`src/rtl/dendy_pkg.sv`:
```
// dendy_pkg: constants and state encoding shared by the Dendy sprite-DMA block.
package dendy_pkg;
    localparam logic [15:0] DMA_REG = 16'h4014;
    localparam int LEN = 256;
    typedef enum logic [2:0] {
        ST_IDLE   = 3'd0,
        ST_ALIGN0 = 3'd1,
        ST_ALIGN1 = 3'd2,
        ST_READ   = 3'd3,
        ST_WRITE  = 3'd4
    } state_t;
endpackage

```
`src/rtl/oam_dma.sv`:
```
// oam_dma: $4014 sprite DMA, copies one PRG page into OAM while halting the CPU.
module oam_dma
    import dendy_pkg::*;
(
    input  logic        clock25,
    input  logic        reset,
    input  logic        ce,
    input  logic [15:0] cpu_a,
    input  logic [7:0]  cpu_o,
    input  logic        cpu_w,
    input  logic [7:0]  oam_base,
    input  logic [7:0]  dma_i,
    output logic [15:0] dma_a,
    output logic [7:0]  oam_a,
    output logic [7:0]  oam_o,
    output logic        oam_w,
    output logic        halt,
    output logic        busy
);
    state_t      state_q, state_d;
    logic [7:0]  page_q, page_d, dst_q, dst_d;
    logic [7:0]  oam_a_q, oam_a_d, oam_o_q, oam_o_d;
    logic [8:0]  count_q, count_d;
    logic [15:0] dma_a_q, dma_a_d;
    logic        parity_q, odd_q, odd_d, oam_w_q, oam_w_d;

    always_ff @(posedge clock25) begin
        if (reset) begin
            state_q  <= ST_IDLE;
            page_q   <= 8'h00;
            dst_q    <= 8'h00;
            oam_a_q  <= 8'h00;
            oam_o_q  <= 8'h00;
            count_q  <= 9'd0;
            dma_a_q  <= 16'h0000;
            parity_q <= 1'b0;
            odd_q    <= 1'b0;
            oam_w_q  <= 1'b0;
        end else begin
            state_q  <= state_d;
            page_q   <= page_d;
            dst_q    <= dst_d;
            oam_a_q  <= oam_a_d;
            oam_o_q  <= oam_o_d;
            count_q  <= count_d;
            dma_a_q  <= dma_a_d;
            parity_q <= parity_q ^ ce;
            odd_q    <= odd_d;
            oam_w_q  <= oam_w_d;
        end
    end

    // Every step is gated by ce; the write strobe is a single-clock pulse.
    always_comb begin
        state_d = state_q;
        page_d  = page_q;
        dst_d   = dst_q;
        oam_a_d = oam_a_q;
        oam_o_d = oam_o_q;
        count_d = count_q;
        dma_a_d = dma_a_q;
        odd_d   = odd_q;
        oam_w_d = 1'b0;
        if (ce) begin
            case (state_q)
                ST_IDLE: begin
                    if (cpu_w && cpu_a == DMA_REG) begin
                        page_d  = cpu_o;
                        dst_d   = oam_base;
                        count_d = 9'd0;
                        odd_d   = parity_q;
                        state_d = ST_ALIGN0;
                    end
                end
                ST_ALIGN0: state_d = odd_q ? ST_ALIGN1 : ST_READ;
                ST_ALIGN1: state_d = ST_READ;
                ST_READ: begin
                    dma_a_d = {page_q, count_q[7:0]};
                    state_d = ST_WRITE;
                end
                ST_WRITE: begin
                    oam_o_d = dma_i;
                    oam_a_d = dst_q + count_q[7:0];
                    oam_w_d = 1'b1;
                    count_d = count_q + 9'd1;
                    state_d = count_q == 9'(LEN - 1) ? ST_IDLE : ST_READ;
                end
                default: state_d = ST_IDLE;
            endcase
        end
    end

    assign dma_a = dma_a_q;
    assign oam_a = oam_a_q;
    assign oam_o = oam_o_q;
    assign oam_w = oam_w_q;
    assign halt  = state_q != ST_IDLE;
    assign busy  = halt;
endmodule

```
`config.mk`:
```
export PLATFORM = sky130hd
export DESIGN_NAME = oam_dma
export DESIGN_NICKNAME = d
export VERILOG_FILES = /design/src/rtl/dendy_pkg.sv /design/src/rtl/oam_dma.sv
export SDC_FILE = /design/constraint.sdc
export NUM_CORES = 1
export LEC_CHECK = 0
export BUFFER_PORTS_ARGS = -buffer_cell sky130_fd_sc_hd__buf_2
export CORE_UTILIZATION = 58
export CTS_BUF_LIST = sky130_fd_sc_hd__clkbuf_4 sky130_fd_sc_hd__clkbuf_8
export CTS_CLUSTER_DIAMETER = 200
export CTS_CLUSTER_SIZE = 16
export DETAILED_ROUTE_END_ITERATION = 7
export GPL_ROUTABILITY_DRIVEN = 0
export PLACE_DENSITY = 0.87
export SLEW_MARGIN = 20
export SYNTH_ARGS = -nofsm -noshare
export SYNTH_HDL_FRONTEND = slang
export SYNTH_SLANG_ARGS = --single-unit
```
`constraint.sdc`:
```
create_clock -name clock25 -period 5.26 [get_ports clock25]
set_clock_uncertainty 0.1 [all_clocks]
set_input_delay 0.526 -clock clock25 [delete_from_list [all_inputs] [get_ports clock25]]
set_output_delay 0.526 -clock clock25 [all_outputs]
set_load 0.03 [all_outputs]
```
; After elaboration in Yosys (flattened, before gate mapping)
; Cells that the tools add are included.
[totals]
inputBits = 44
wordCells = 38
regBits = 63
out_inout_bits = 35
[classes]
eq_ne = 7
n_bitwise = 2
add_sub_neg = 2
mux = 7
reduce_logical = 10
[ops]
columns = operator, count
row1 = 9-bit case mux with 2 select lines, 1
row2 = 16-bit by 15-bit equality test with 1-bit output (second input constant), 1
row3 = 3-bit case mux with 5 select lines, 1
row4 = 9-bit by 1-bit adder with 9-bit output (second input constant), 1
row5 = 9-bit by 8-bit equality test with 1-bit output (second input constant), 1
row6 = 9-bit two-way mux, 1
row7 = 8-bit adder, 1
row8 = 3-bit by 2-bit equality test with 1-bit output (second input constant), 2
row9 = 2-bit AND reduction, 3
row10 = 3-bit AND reduction, 2
row11 = 3-bit by 1-bit equality test with 1-bit output (second input constant), 1
row12 = 3-bit equality test (second input constant), 1
row13 = 3-bit zero test, 1
row14 = 3-bit two-way mux, 1
row15 = 3-bit nonzero test, 1
row16 = 1-bit two-way mux, 2
row17 = 2-bit two-way mux, 1
row18 = 2-bit != test (second input constant), 1
row19 = 2-bit nonzero test, 1
row20 = 2-bit OR reduction, 1
row21 = 1-bit logical AND, 1
row22 = 1-bit inverter, 1
row23 = 1-bit bitwise XOR, 1

; Logic depth before layout (Yosys ltp)
; Gate-level depths: netlist (run 1).
[depth]
word_depth = 4
mapped_depth = 10
depth_no_buf = 10

; Worst setup path after synthesis (run 1)
; Ideal clock, no wire load.
[synth_timing]
kind = in2reg
start = in cpu_a[1]
end = reg dst_q[6]
slack_ps = 3284
stages = 7
arrival_ps = 1736
t_required_ps = 5021
path_cell_list = nor4b_1 nand3_1 or3_4 buf_6 buf_12 nand2_2 a21oi_2
[synth_between]
elab_chain_cells = 3
[synth_lines]
columns = item, line
row1 = from (decl), oam_dma.sv:8  ; input logic [15:0] cpu_a,
row2 = 16-bit by 15-bit equality test with 1-bit output, oam_dma.sv:67  ; if (cpu_w && cpu_a == DMA_REG) begin
row3 = 1-bit logical AND, oam_dma.sv:67
row4 = 3-bit AND reduction (no source line), -
row5 = to (signal assigned), oam_dma.sv:42  ; dst_q <= dst_d;
row6 = to (decl), oam_dma.sv:21  ; logic [7:0] page_q, page_d, dst_q, dst_d;
; No other way between the ends.
; A chain may end at the register's enable or synchronous reset.

; Final worst setup path (run 1)
[layout_timing]
start = reg count_q[0]
end = reg state_q[0]
[layout_between]
elab_chain_cells = 3
[layout_lines]
columns = item, line
row1 = from (decl), oam_dma.sv:23  ; logic [8:0] count_q, count_d;
row2 = from (signal assigned), oam_dma.sv:45  ; count_q <= count_d;
row3 = 9-bit by 8-bit equality test with 1-bit output, oam_dma.sv:86  ; state_d = count_q == 9'(LEN - 1) ? ST_IDLE : ST_READ;
row4 = 2-bit two-way mux, oam_dma.sv:86
row5 = 3-bit case mux with 5 select lines, oam_dma.sv:65  ; case (state_q)
row6 = to (signal assigned), oam_dma.sv:40  ; state_q <= state_d;
row7 = to (decl), oam_dma.sv:20  ; state_t state_q, state_d;
; No other way between the ends.

==> metrics.md, run 1 <==
| Metric | Value |
|---|---|
| Endpoints failing setup | `0` |
| Number of diodes | `0` |
| Largest net degree at the start of global routing | `68` |
| Period utilization | `0.4034` |
| # Max-Cap Violations | `0` |
| GRT Overall Usage | `0.2463` |
| Core box area | `4723 sq um` |
| Seq/Total Area, Yosys | `0.4458` |
| Number of synthesized flops with an enable pin | `0` |
| CP required | `5.43 ns` |
| Main synth FF type | `dfxtp_1` |
| Top cell type's share of synthesized area | `0.4458` |
| Hold Violations, Final | `0` |
| Yosys warnings | `0` |
| First-pass detailed-route iteration total | `4` |
| Top area cells in the synthesized netlist | `dfxtp_1 (45%), nand2_1 (11%), a21oi_1 (8.1%)` |
| Initial antenna violation count | `0` |
| Synthesis-to-layout area growth | `19.95%` |
| Total CTS buffers | `9` |
| Worst VDD drop | `195.8 uV` |
| Post-cts sizing count | `0` |
| WL/cell | `12.48 um` |
| Pwr Total | `1056 uW` |
| Worst slew pin tran | `0.8116 ns` |
| Io pins | `79` |
| WS Path Type | `reg -> reg` |
| Slew headroom | `0.4574` |
| Total wire length | `6.029 mm` |
| First-pass GRT wire length | `9.729 mm` |
| Die W | `71.84 um` |
| Cells after Synth | `342` |
| Syn avg cell area | `8.272 sq um` |
| Fraction of final layout cells sized beyond drive strength 1 | `0.2861` |
| Fin. max-slew vios | `0` |
| Vias in the first global route | `2318` |
| Commonest non-fill, non-tap cell in the layout | `nand2_1` |
| Leak | `0.001363 uW` |
| Most frequent cells in the layout | `nand2_1 (81), buf_2 (78), dfxtp_1 (63)` |
| Critical Path AT | `2.29 ns` |
| Syn nets | `396` |
| Post-synthesis cell type count | `48` |
| Via count | `2577` |
| NumNets Final | `465` |
| GR Overflow Total | `0` |
| Tmin final | `2.122 ns` |
| Outcome | `completed` |
| ANT nets after route | `0` |
| Count of input and output buffers | `78` |
| Hold_buf cts | `0` |
| Die Y | `71.84 um` |
| Num Clock Sinks | `63` |
| Drt first-iter violations | `185` |
| Post-DP HPWL | `4.184 mm` |
| Setup bufs post-CTS | `0` |
| Cell Pwr Density | `311.2 nW/um^2` |
| Setup TNS Final | `0 ns` |
| Die footprint | `5161 sq um` |
| Fmax | `0.4713 GHz` |
| Rows | `25` |
| Clock latency on the worst-skew pair | `0.34 ns` |
| CTS tree | `done` |
| Worst Setup Start Kind | `flop` |
| Ys async rst share | `0` |
| H-Tree Depth | `3` |
| Place WS | `2.996 ns` |
| Root buf cell | `clkbuf_8` |
| Starting Density | `0.5989` |
| RSZ-0062 raised after global routing | `no` |
| Final setup margin | `3.138 ns` |
| Synth area leader | `dfxtp_1` |
| Critical Path End Type | `flop` |
| Max clock buf depth | `2` |
| DRC viols | `0` |
| Clk slew on worst S/H paths | `0.07 ns` |
| Worst-path maximum fanout | `6` |
| Routed vias/inst | `5.335` |
| Mapped Area | `2829 sq um` |
| Tightest Hold Check Type | `in -> reg` |
| Seq cells post-synth | `63` |
## registers in the layout, indices dropped and copies added, names as in the netlist
name	flops
dma_a	16
count_q	9
dst_q	8
oam_a	8
oam_o	8
page_q	8
state_q	3
oam_w	1
odd_q	1
parity_q	1
## power breakdown
part	switching (uW)	internal, uW	leakage [uW]
clock	178	247	0.000104
sequential	15.3	486	0.000508
combinational	84.9	44.8	0.000751
## final timing paths
kind,from,end,slack [ns],cells past startpoint
max,count_q[0],state_q[0],3.14,10
min reg2reg,oam_o[4],oam_o[4],0.35,2
max reg2reg,count_q[0],state_q[0],3.14,10
min,dma_i[1],oam_o[1],0.32,3
## layout make-up
class	count	area [sq um]
tap	67	83.83
timing repair buffer	80	405.4
inverter	6	22.52
clock inverter	3	42.54
fill	389	1330
multi-input combinational	251	1418
sequential	63	1261
clock buffer	13	160.2
## synthesized netlist by cell type (all sizes together) (3+ instances only)
master	number
nand3b	3
nand2	91
ha	9
nor2	23
a21oi	56
dfxtp	63
and3	5
o21ai	8
buf	9
nand3	5
nor3	7
or3	3
o21a	4
xnor2	4
inv	6
clkbuf	13
a211oi	6
## per-layer routing
| layer | wire, um | GRT usage | vias up |
|---|---|---|---|
| met5 | 0 | 0 | - |
| met4 | 108 | 0.1133 | 0 |
| met3 | 421 | 0.08158 | 12 |
| met2 | 2817 | 0.4109 | 92 |
| met1 | 2682 | 0.2869 | 1170 |
| li1 | - | - | 1303 |
## critical path, stage by stage (launching register included)
cell and delay (ns):
dfxtp_1 0.39, ha_1 0.26, and3_1 0.21, and3_1 0.20
and3_1 0.18, ha_1 0.17, nor2_1 0.13, nor2_1 0.06
o32ai_1 0.13, mux2i_1 0.11, nor2_1 0.10
## kinds of logic (layout without fill, tap and decap cells)
family                   Yosys count  in the layout  synth area share
AND/OR/NAND/NOR                  150            150            0.2490
multiplexers                       1              1          0.003538
buffers and inverters             28            102           0.05484
adder cells (fa/ha/maj)           10             10           0.04688
AO/OA/AOI/OAI                     86             86            0.1875
flip-flops                        63             63            0.4458
XOR/XNOR                           4              4           0.01238
## per-stage QoR
stage	hold slack (ns)	util	std cells	instance area, sq um
floorplan	0.3321	-	342	2829
global placement	0.3378	0.6755	467	3191
detailed placement	0.3429	0.6755	467	3191
CTS	0.3115	0.7184	483	3393
global route	0.3203	0.7184	483	3393
finish	0.3228	0.7184	483	3393
Note: power is estimated with default switching activity, not from simulation.
==> run 2: changes to the inputs <==
Settings changed: CORE_UTILIZATION 58 to 49, PLACE_DENSITY 0.87 to 0.79.
Clock period 5.26 ns to 1.8 ns, I/O delays scaled along.
==> run 2 against run 1 <==
Net effect: the run now ends with negative setup slack left; sequential share of layout area decreased by 4.9 points; die area increased by 18%; final cell count increased by 10%; total power increased to 2.9 times the previous value; via count increased by 11%; fmax increased by 16%; clock power increased by 150%; design area increased by 16%; register-to-register slack got worse by 3.2 ns; first-iteration DRC count decreased by 15%; combinational power increased to 4.1 times the previous value; non-clock buffer count increased by 46; largest cell class unchanged; largest power group unchanged.
==> metrics.md, run 2 (synthesis results as in run 1) <==
| Metric | Value |
|---|---|
| Max clock buf depth | `2` |
| Die footprint | `6081 sq um` |
| Net Switching | `857.8 uW` |
| Routed vias/inst | `5.362` |
| Setup TNS Final | `-0.02415 ns` |
| Setup crit start | `count_q[1]` |
| Clock latency on the worst-skew pair | `0.34 ns` |
| WS Path Type | `reg -> reg` |
| P_int | `2177 uW` |
| R2R Path Start | `count_q[1]` |
| Sequential power share | `0.474` |
| DRC viols | `0` |
| Hold path start | `oam_base[5]` |
| GR Overflow Total | `0` |
| First-pass GRT wire length | `11.59 mm` |
| Fraction of final layout cells sized beyond drive strength 1 | `0.3709` |
| Number of diodes | `0` |
| Outcome | `finished with violations` |
| Failing checks | `negative setup slack` |
| Switching Fraction | `0.2826` |
| Largest net degree at the start of global routing | `33` |
| Core box area | `5540 sq um` |
| Num Clock Sinks | `63` |
| R2R depth | `8` |
| CTS tree | `done` |
| Initial antenna violation count | `0` |
| Final setup margin | `-0.02415 ns` |
| Final Cell Area | `3934 sq um` |
| Worst-path maximum fanout | `5` |
| Root buf cell | `clkbuf_8` |
| Fin. max-slew vios | `0` |
| Tmin final | `1.824 ns` |
| Total CTS buffers | `9` |
| Die W | `77.98 um` |
| Clk slew on worst S/H paths | `0.07 ns` |
| NumNets Final | `511` |
| Critical Path End Type | `flop` |
| Endpoints failing setup | `1` |
| Tightest Hold Check Type | `in -> reg` |
| Slew headroom | `0.5783` |
| GRT Overall Usage | `0.2458` |
| Fmax | `0.5482 GHz` |
| Worst Hold Path EP | `dst_q[5]` |
| Clock power share | `0.350` |
| Drt first-iter violations | `158` |
| Post-DP HPWL | `4.820 mm` |
| Leak | `0.001583 uW` |
| Vias in the first global route | `2595` |
| Io pins | `79` |
| Worst Setup Start Kind | `flop` |
| CP required | `1.91 ns` |
| Commonest non-fill, non-tap cell in the layout | `nand2_1` |
| Worst VDD drop | `608.0 uV` |
| Period utilization | `1.013` |
| Logic pwr share | `0.176` |
| First-pass detailed-route iteration total | `4` |
| Cell Pwr Density | `771.6 nW/um^2` |
| Worst hold path depth | `3` |
| RSZ-0062 raised after global routing | `yes` |
| Area after DPL | `3400 sq um` |
| ANT nets after route | `0` |
| Worst slew pin tran | `0.6310 ns` |
| R2r setup slk | `-0.02 ns` |
| Max reg flops | `16` |
| Via count | `2858` |
| Starting Density | `0.5106` |
| Synthesis-to-layout area growth | `39.05%` |
| # Max-Cap Violations | `0` |
| Hold Violations, Final | `0` |
| WL/cell | `14.62 um` |
| Die Y | `77.98 um` |
| Reg-to-reg endpoint | `oam_a[6]` |
| Count of input and output buffers | `78` |
| Rows | `27` |
| Most frequent cells in the layout | `nand2_1 (81), buf_2 (78), dfxtp_1 (57)` |
| Total wire length | `7.793 mm` |
| Critical Path AT | `1.93 ns` |
| H-Tree Depth | `3` |
run 2: cell types whose count changed in the layout (fill, tap and decap cells not counted), sizes merged:
cell         before  now
buf              80  105
bufinv            1    0
clkbuf           13   11
clkinv            1    3
dlygate4sd3       0   21
run 2: critical path: stages (launching register included):
cell and delay [ns]:
dfxtp_2 0.34, buf_4 0.16, inv_1 0.08, fa_2 0.22
nor2b_2 0.05, o31a_1 0.29, o21a_1 0.22, o21ai_2 0.15
o311ai_2 0.10
run 2: worst max path at each step:
stage,to,cells after the start
6_report,oam_a[6],8
5_1_grt,oam_a[6],8
4_1_cts,oam_a[6],8
3_5_place_dp,state_q[0],10
3_3_place_gp,state_q[0],10
2_1_floorplan,page_q[0],8
run 2: cell type report:
type	instances	area [sq um]
multi-input combinational	251	1554
clock inverter	4	22.52
fill	432	1607
sequential	63	1271
clock buffer	11	145.1
timing repair buffer	126	828.3
tap	72	90.09
inverter	6	22.52
run 2: timing repair:
| item | 4_1_cts | 5_1_grt |
|---|---|---|
| gates cloned | 0 | 0 |
| setup buffers | 1 | 1 |
| endpoints found under the setup margin | 5 | 7 |
| gates resized for setup | 11 | 21 |
| endpoints found under the hold margin | 17 | 4 |
| hold buffers | 17 | 4 |
| pin swaps | 7 | 17 |
run 2: power by group through the flow:
| stage | sequential (uW) | combinational, uW | clock (uW) |
|---|---|---|---|
| 2_1_floorplan | 1470 | 368 | 0 |
| 3_3_place_gp | 1470 | 463 | 0 |
| 3_5_place_dp | 1470 | 469 | 0 |
| 4_1_cts | 1440 | 509 | 1070 |
| 5_1_grt | 1440 | 584 | 1140 |
| 6_report | 1440 | 536 | 1060 |
run 2: per-stage QoR:
| step | instances | util | hold WS, ns | total power [uW] | worst slack [ns] |
|---|---|---|---|---|---|
| floorplan | 342 | - | 0.2160 | 1839 | -0.07742 |
| global placement | 495 | 0.6136 | 0.3194 | 1930 | -0.06238 |
| detailed placement | 495 | 0.6136 | 0.3287 | 1936 | -0.1099 |
| CTS | 528 | 0.6850 | 0.0002253 | 3013 | 0.002008 |
| global route | 533 | 0.7100 | 0.01177 | 3166 | -0.09883 |
| finish | 533 | 0.7100 | 0.007178 | 3035 | -0.02415 |
run 2: per-layer routing:
metal | global-route usage | wire, um | part of all wire | vias up
met5 | 0 | 0 | 0 | -
met4 | 0.1037 | 240 | 0.031 | 0
met3 | 0.07294 | 370 | 0.047 | 25
met2 | 0.4283 | 4032 | 0.52 | 102
met1 | 0.2785 | 3149 | 0.40 | 1334
li1 | - | - | - | 1397
